## src/rtl/wb_apb_arbiter.sv

```systemverilog
// Wishbone N-to-1 round-robin arbiter in front of a WB-to-APB bridge.
// One master owns the shared slave port from grant until it drops cyc.
// A stalled strobe is abandoned after TIMEOUT cycles with a one-cycle
// error pulse. The slave port then stays quiet until the owner releases cyc.
module wb_apb_arbiter #(
    parameter int          NUM_MASTERS   = 4,
    parameter int          WB_ADDR_WIDTH = 32,
    parameter int          WB_DATA_WIDTH = 32,
    parameter int          WB_SEL_WIDTH  = 4,
    parameter int unsigned TIMEOUT       = 255
) (
    input  logic                                   clk_i,
    input  logic                                   rst_i,
    input  logic [NUM_MASTERS-1:0]                 m_cyc_i,
    input  logic [NUM_MASTERS-1:0]                 m_stb_i,
    input  logic [NUM_MASTERS-1:0]                 m_we_i,
    input  logic [NUM_MASTERS*WB_ADDR_WIDTH-1:0]   m_adr_i,
    input  logic [NUM_MASTERS*WB_DATA_WIDTH-1:0]   m_dat_i,
    input  logic [NUM_MASTERS*WB_SEL_WIDTH-1:0]    m_sel_i,
    output logic [NUM_MASTERS-1:0]                 m_ack_o,
    output logic [NUM_MASTERS-1:0]                 m_err_o,
    output logic [NUM_MASTERS-1:0]                 m_gnt_o,
    output logic [WB_DATA_WIDTH-1:0]               m_dat_o,
    output logic                                   s_cyc_o,
    output logic                                   s_stb_o,
    output logic                                   s_we_o,
    output logic [WB_ADDR_WIDTH-1:0]               s_adr_o,
    output logic [WB_DATA_WIDTH-1:0]               s_dat_o,
    output logic [WB_SEL_WIDTH-1:0]                s_sel_o,
    input  logic                                   s_ack_i,
    input  logic                                   s_err_i,
    input  logic [WB_DATA_WIDTH-1:0]               s_dat_i
);

    localparam int IDX_W = (NUM_MASTERS > 1) ? $clog2(NUM_MASTERS) : 1;

    typedef enum logic [1:0] {IDLE, BUSY, ABORT} state_t;

    state_t                   state_reg;
    logic [NUM_MASTERS-1:0]   gnt_reg;
    logic [IDX_W-1:0]         gnt_idx_reg;
    logic [IDX_W-1:0]         last_grant_reg;
    logic [15:0]              cnt_reg;
    logic                     err_pulse_reg;

    // Per-master fields unpacked so the owner can be selected by index
    logic [WB_ADDR_WIDTH-1:0] adr_arr [NUM_MASTERS];
    logic [WB_DATA_WIDTH-1:0] dat_arr [NUM_MASTERS];
    logic [WB_SEL_WIDTH-1:0]  sel_arr [NUM_MASTERS];

    genvar gi;
    generate
        for (gi = 0; gi < NUM_MASTERS; gi++) begin : g_unpack
            assign adr_arr[gi] = m_adr_i[gi*WB_ADDR_WIDTH +: WB_ADDR_WIDTH];
            assign dat_arr[gi] = m_dat_i[gi*WB_DATA_WIDTH +: WB_DATA_WIDTH];
            assign sel_arr[gi] = m_sel_i[gi*WB_SEL_WIDTH +: WB_SEL_WIDTH];
        end
    endgenerate

    // Signals of the currently granted master
    logic cyc_g, stb_g, we_g;
    assign cyc_g = m_cyc_i[gnt_idx_reg];
    assign stb_g = m_stb_i[gnt_idx_reg];
    assign we_g  = m_we_i[gnt_idx_reg];

    logic busy;
    logic stalled;
    logic timeout_hit;
    assign busy        = (state_reg == BUSY);
    assign stalled     = busy && stb_g && !s_ack_i && !s_err_i;
    // The stall that would bring the count up to TIMEOUT ends the transfer
    assign timeout_hit = stalled && (({1'b0, cnt_reg} + 17'd1) == 17'(TIMEOUT));

    // Round-robin search starting just after the previous winner
    logic [IDX_W:0]   cand;
    logic [IDX_W-1:0] winner_idx;
    logic             winner_found;

    // Pick the first requesting master after last_grant, wrapping around
    always_comb begin
        cand         = '0;
        winner_idx   = '0;
        winner_found = 1'b0;
        for (int i = 1; i <= NUM_MASTERS; i++) begin
            cand = {1'b0, last_grant_reg} + (IDX_W+1)'(i);
            if (cand >= (IDX_W+1)'(NUM_MASTERS)) begin
                cand = cand - (IDX_W+1)'(NUM_MASTERS);
            end
            if (!winner_found && m_cyc_i[cand[IDX_W-1:0]]) begin
                winner_found = 1'b1;
                winner_idx   = cand[IDX_W-1:0];
            end
        end
    end

    // Slave port mirrors the owner only while a transfer may be in flight
    assign s_cyc_o = busy & cyc_g;
    assign s_stb_o = busy & stb_g;
    assign s_we_o  = busy & we_g;
    assign s_adr_o = busy ? adr_arr[gnt_idx_reg] : '0;
    assign s_dat_o = busy ? dat_arr[gnt_idx_reg] : '0;
    assign s_sel_o = busy ? sel_arr[gnt_idx_reg] : '0;

    // Slave responses reach only the owner, and only during BUSY
    assign m_ack_o = (busy && s_ack_i) ? gnt_reg : '0;
    assign m_err_o = ((busy && s_err_i) || err_pulse_reg) ? gnt_reg : '0;
    assign m_dat_o = s_dat_i;
    assign m_gnt_o = gnt_reg;

    // Arbitration FSM with grant, priority pointer and stall counter
    always_ff @(posedge clk_i or posedge rst_i) begin
        if (rst_i) begin
            state_reg      <= IDLE;
            gnt_reg        <= '0;
            gnt_idx_reg    <= '0;
            last_grant_reg <= IDX_W'(NUM_MASTERS - 1);
            cnt_reg        <= '0;
            err_pulse_reg  <= 1'b0;
        end else begin
            err_pulse_reg <= 1'b0;
            case (state_reg)
                IDLE: begin
                    cnt_reg <= '0;
                    if (winner_found) begin
                        gnt_reg        <= {{(NUM_MASTERS-1){1'b0}}, 1'b1} << winner_idx;
                        gnt_idx_reg    <= winner_idx;
                        last_grant_reg <= winner_idx;
                        state_reg      <= BUSY;
                    end
                end
                BUSY: begin
                    if (!cyc_g) begin
                        gnt_reg   <= '0;
                        cnt_reg   <= '0;
                        state_reg <= IDLE;
                    end else if (timeout_hit) begin
                        err_pulse_reg <= 1'b1;
                        cnt_reg       <= '0;
                        state_reg     <= ABORT;
                    end else if (stalled) begin
                        cnt_reg <= cnt_reg + 16'd1;
                    end else begin
                        cnt_reg <= '0;
                    end
                end
                ABORT: begin
                    cnt_reg <= '0;
                    if (!cyc_g) begin
                        gnt_reg   <= '0;
                        state_reg <= IDLE;
                    end
                end
                default: begin
                    gnt_reg   <= '0;
                    cnt_reg   <= '0;
                    state_reg <= IDLE;
                end
            endcase
        end
    end

endmodule
```

## config.mk

```make
export PLATFORM = sky130hd
export DESIGN_NAME = wb_apb_arbiter
export DESIGN_NICKNAME = d
export VERILOG_FILES = /design/src/rtl/wb_apb_arbiter.sv
export SDC_FILE = /design/constraint.sdc
export NUM_CORES = 1
export LEC_CHECK = 0
export ABC_AREA = 1
export CAP_MARGIN = 20
export CORE_AREA = 2 2 169 171
export CTS_CLUSTER_DIAMETER = 120
export DETAILED_ROUTE_END_ITERATION = 8
export DIE_AREA = 0 0 171 173
export PLACE_DENSITY = 0.51
export SETUP_SLACK_MARGIN = 0.02
export SYNTH_ARGS = -nofsm -noshare
export SYNTH_HDL_FRONTEND = slang
export SYNTH_SLANG_ARGS = --single-unit
```

## constraint.sdc

```tcl
create_clock -name clk_i -period 2.7 [get_ports clk_i]
set_clock_uncertainty 0.15 [all_clocks]
set_input_delay 0.405 -clock clk_i [delete_from_list [all_inputs] [get_ports clk_i]]
set_output_delay 0.405 -clock clk_i [all_outputs]
set_load 0.02 [all_outputs]
```

==> flow_results.org <==
** Setup path
- Series of cell instances along the critical path :: inv_8 > buf_4 > o21ai_0 > a21oi_1 > dlygate4sd2_1
- Highest cell delay on the worst timing path :: between 500 and 600 ps
- Of all nets on the critical path, the largest fanout is 26.
- Req. time, crit path :: around 2100 ps
- Arrival time worst endpoint :: roughly 2000 ps
- In this run the number of cells on the critical path is 5.
- Origin of the critical flop-to-flop path :: gnt_idx_reg[0]$_DFFE_PP0P_
- STA classifies the critical path endpoint as an output pin.
- The critical path contains buffers and inverters numbering 3 combined.
- Worst-case reg-to-reg path depth :: 13
- The worst setup path is launched from a flip-flop.
- Reg-to-reg slack, setup :: ~420 ps
- On the critical path the largest part of the delay comes from buffers and inverters.
- Crit-path slowest cell :: sky130_fd_sc_hd__dfrtp_4
- Endpoint of the worst register-to-register path :: cnt_reg[4]$_DFF_PP0_
- The worst setup path is of the reg2out kind.

** Placement
- At the end of routability-driven placement, the weighted congestion stood at about 0.87.
- Port buffering added 370 buffers.
- Cell count after placement :: around 1500
- The placed instances occupy a cell area of roughly 8400 um^2.
- HPWL Detailed :: about 20 mm

** STA
- Slew of the pin with the lowest slew margin :: 399.1 ps
- The worst path needs 2553 ps of the cycle, external delays included.
- Final period util :: a little over nine tenths
- The count of pins over their slew limit came to 0.
- Final Hold Viols :: 0
- Final TNS setup :: 0 ps
- Setup repair after global routing missed its margin :: false
- Relative slew slack :: roughly three quarters
- Final number of setup-violating endpoints :: 0
- FMAX :: between 300 and 400 MHz
- Smallest hold slack :: 270.2 ps

** Route
- Post-route antenna net violation count :: 0
- Total iterations of the first detailed-routing run :: 4
- Dividing the detail-routed wire length by the instance count gives between 15 and 20 um.
- Remaining routing DRC violations :: 0
- Detailed-route wire length :: between 20 and 30 mm
- Ratio of routed vias to standard cells :: 4.179
- DRC violation total after the first TritonRoute iteration :: 300
- The routed layout has roughly 6400 vias.

** Synth
- Post-synthesis share of cell area spent on and, or, nand and nor gates :: around two fifths
- Dominant synthesized flop cell :: sky130_fd_sc_hd__dfrtp_1
- Ranked by total cell area, the synthesized netlist is headed by sky130_fd_sc_hd__nor2_1 (26%), sky130_fd_sc_hd__o21ai_0 (17%), sky130_fd_sc_hd__dfrtp_1 (14%).
- Number of warnings printed during yosys synthesis :: 0
- In the post-synthesis netlist, the cell with the most instances is sky130_fd_sc_hd__nor2_1.
- After synthesis, the netlist uses 28 different library cells.
- Netlist Area Pre-Place :: 4425 um^2
- Synthesized netlist cell count :: 847
- Synthesis produced a netlist with a net count of roughly 1200.
- The commonest cells after synthesis are sky130_fd_sc_hd__nor2_1 (312), sky130_fd_sc_hd__o21ai_0 (150), sky130_fd_sc_hd__nand2_1 (90), sky130_fd_sc_hd__a21oi_1 (71), sky130_fd_sc_hd__inv_1 (39).
- Synth Area in Compound Gates :: 25.78%
- Counting flops with a built-in enable in the synthesized netlist gives 0.
- Post-synthesis share of cell area spent on full adders, half adders and majority gates :: under 10%
- After synthesis, flip-flops and latches occupy roughly 15% of the total area.
- After synthesis, the largest family of logic cells by area is simple AND/OR/NAND/NOR gates.
- For this run, asynchronously set or reset flops after synthesis account for 100.0%.
- Averaged over all synthesized cells, the footprint is ~5.2 um^2.
- Post-synthesis xor/xnor area fraction :: 1.555%
- Cell type with the highest aggregate area in the netlist :: sky130_fd_sc_hd__nor2_1
- Share of cell area taken by muxes after synthesis :: 0%
- After synthesis, the largest area contributor takes up 26.46% of total cell area.
- After synthesis the netlist holds a flip-flop and latch count of 27.

** Clocking
- The clock drives 27 sinks.
- CTS tree :: yes
- Post-CTS setup repair buffer count :: 0
- The clock passes through at most 2 buffers.
- Root buffer cell :: sky130_fd_sc_hd__clkbuf_16
- Number of hold buffers added after cts :: 0
- TritonCTS buffer count :: 3
- Clk slew on worst S/H paths :: about 70 ps
- CTS built an H-tree with a depth of 1.
- The clock reaches the later pin of the worst-skew pair after 270 ps.

** Cells and area
- Total inserted antenna cells :: 0
- Final design area excluding fillers :: around 8500 um^2
- The finished layout holds ~1500 standard cells, fillers aside.
- The register with the most flip-flops in the layout has 16 of them.
- Share of layout cells above drive strength 1 :: between 6 and 7%
- Final layout net count :: 1482
- From synthesis to final layout, the design area changed by 93.07%.

** Power and ir drop
- Clock network fraction of design power :: about 5%
- Int Pwr :: approximately 3.1 mW
- Peak supply drop :: 0.3653 mV
- Net Switching :: just under 4 mW
- Gate power share :: between 80% and 90%
- Overall power after layout :: 7.055 mW
- Power spread over the standard cell area amounts to between 800 and 900 nW/um^2.
- Leakage power :: 3.783 nW
- Switching share of total power :: 56.15%
- The share of total power dissipated in sequential elements is around 8.5%.

** GRT
- Via count of the first global-routing pass :: 6273
- The number of antenna violations at the first check in global routing came to 0.
- Global-route wire length before repair :: 36.32 mm
- Gr ovfl total :: 0
- Global-route usage over all layers :: between 15 and 20%
- Pin count of the biggest net entering global routing :: 57

** Hold path
- Worst hold path type :: in2async

** Status
- Outcome :: finished, final reports clean

** Floorplan
- Once the floorplan was initialized, standard cells occupied ~16% of the core.
- The die is 173 um tall.
- After floorplanning, the core was divided into 61 placement rows.
- about 440 I/O pins were placed.
- The die is 171 um wide.
- Area of the die :: 29580 um^2
- The region available for standard cell placement spans 27630 um^2.

** Run
- Across the run, the number of max-cap violations was 0.
metrics by stage:
| step | util, % | setup slack, ps |
|---|---|---|
| 2_1_floorplan | - | 543.4 |
| 3_3_place_gp | 30.44 | -179.4 |
| 3_5_place_dp | 30.44 | -146.8 |
| 4_1_cts | 30.60 | -136.7 |
| 5_1_grt | 30.93 | 31.07 |
| 6_report | 30.93 | 147.2 |
worst max-delay path by stage:
| stage | from | to | slack [ps] |
|---|---|---|---|
| floorplan | gnt_idx_reg[0]$_DFFE_PP0P_ | s_dat_o[14] | 540 |
| global placement | m_we_i[2] | s_we_o | -180 |
| detailed placement | m_we_i[2] | s_we_o | -150 |
| CTS | gnt_idx_reg[0]$_DFFE_PP0P_ | s_adr_o[30] | -140 |
| global route | gnt_idx_reg[0]$_DFFE_PP0P_ | s_adr_o[11] | 30 |
| finish | gnt_idx_reg[0]$_DFFE_PP0P_ | s_dat_o[20] | 150 |
cells by family after synthesis:
kind of cell | after synthesis
simple gates | 451
compound gates | 225
buf+inv | 132
flops | 27
xor+xnor | 7
fa+ha+maj | 5
cells in the final DEF (no fill, tap or decap), drive strengths merged, types with 7 or more instances in the layout:
cell type      synthesis  layout
nand3                 16      16
buf                   50      33
dlygate4sd2            0      29
a21oi                 71      71
o21ai                151     151
clkbuf                38       7
nor2                 329     329
nand2                 95      95
nand4                  9       9
clkdlybuf4s50          0     299
dfrtp                 25      25
dlymetal6s2s           0      26
inv                   44      44
area by class of cell:
cell class / instances / area, um^2
fillers: 3165 / 19080
repair buffers: 393 / 4025
multi-input cells: 688 / 3110
flip-flops and latches: 27 / 683.2
well taps: 378 / 473.0
inverters: 44 / 172.7
clock buffers: 3 / 75.07
clock inverters: 1 / 5.005
what timing repair did:
action / 4_1_cts / 5_1_grt
resized for setup: 37 / 36
cloned: 0 / 1
endpoints found under the setup margin: 60 / 29
worst register-to-register path, cell delays in order, from the launching register on:
cell and delay, ps:
sky130_fd_sc_hd__dfrtp_4 570, sky130_fd_sc_hd__inv_8 190, sky130_fd_sc_hd__buf_12 190, sky130_fd_sc_hd__nand2_1 60, sky130_fd_sc_hd__nand2_1 50, sky130_fd_sc_hd__nand2_1 50, sky130_fd_sc_hd__nand2_1 120, sky130_fd_sc_hd__nand3_1 90
sky130_fd_sc_hd__nor2_1 120, sky130_fd_sc_hd__nand2_1 70, sky130_fd_sc_hd__nor2_2 100, sky130_fd_sc_hd__nand2_2 90, sky130_fd_sc_hd__nand4_4 230, sky130_fd_sc_hd__nor2_1 80
power groups by stage:
stage | combinational, mW | sequential (mW) | clock (mW)
after floorplan | 3.59 | 0.529 | 0
after global placement | 6.37 | 0.587 | 0
after detailed placement | 6.38 | 0.586 | 0
after CTS | 6.21 | 0.584 | 0.360
after global routing | 6.74 | 0.613 | 0.383
final | 6.11 | 0.600 | 0.350
routing by layer:
layer | vias up | wire (um) | share of wire, % | track usage, %
met2 | 254 | 13080 | 52 | 30.21
li1 | 3297 | - | - | -
met5 | - | 0 | 0 | 0
met1 | 2832 | 9791 | 39 | 17.96
met3 | 28 | 1865 | 7.4 | 3.639
met4 | 0 | 364 | 1.5 | 2.260
No activity file was read; power rests on OpenSTA's default activity.
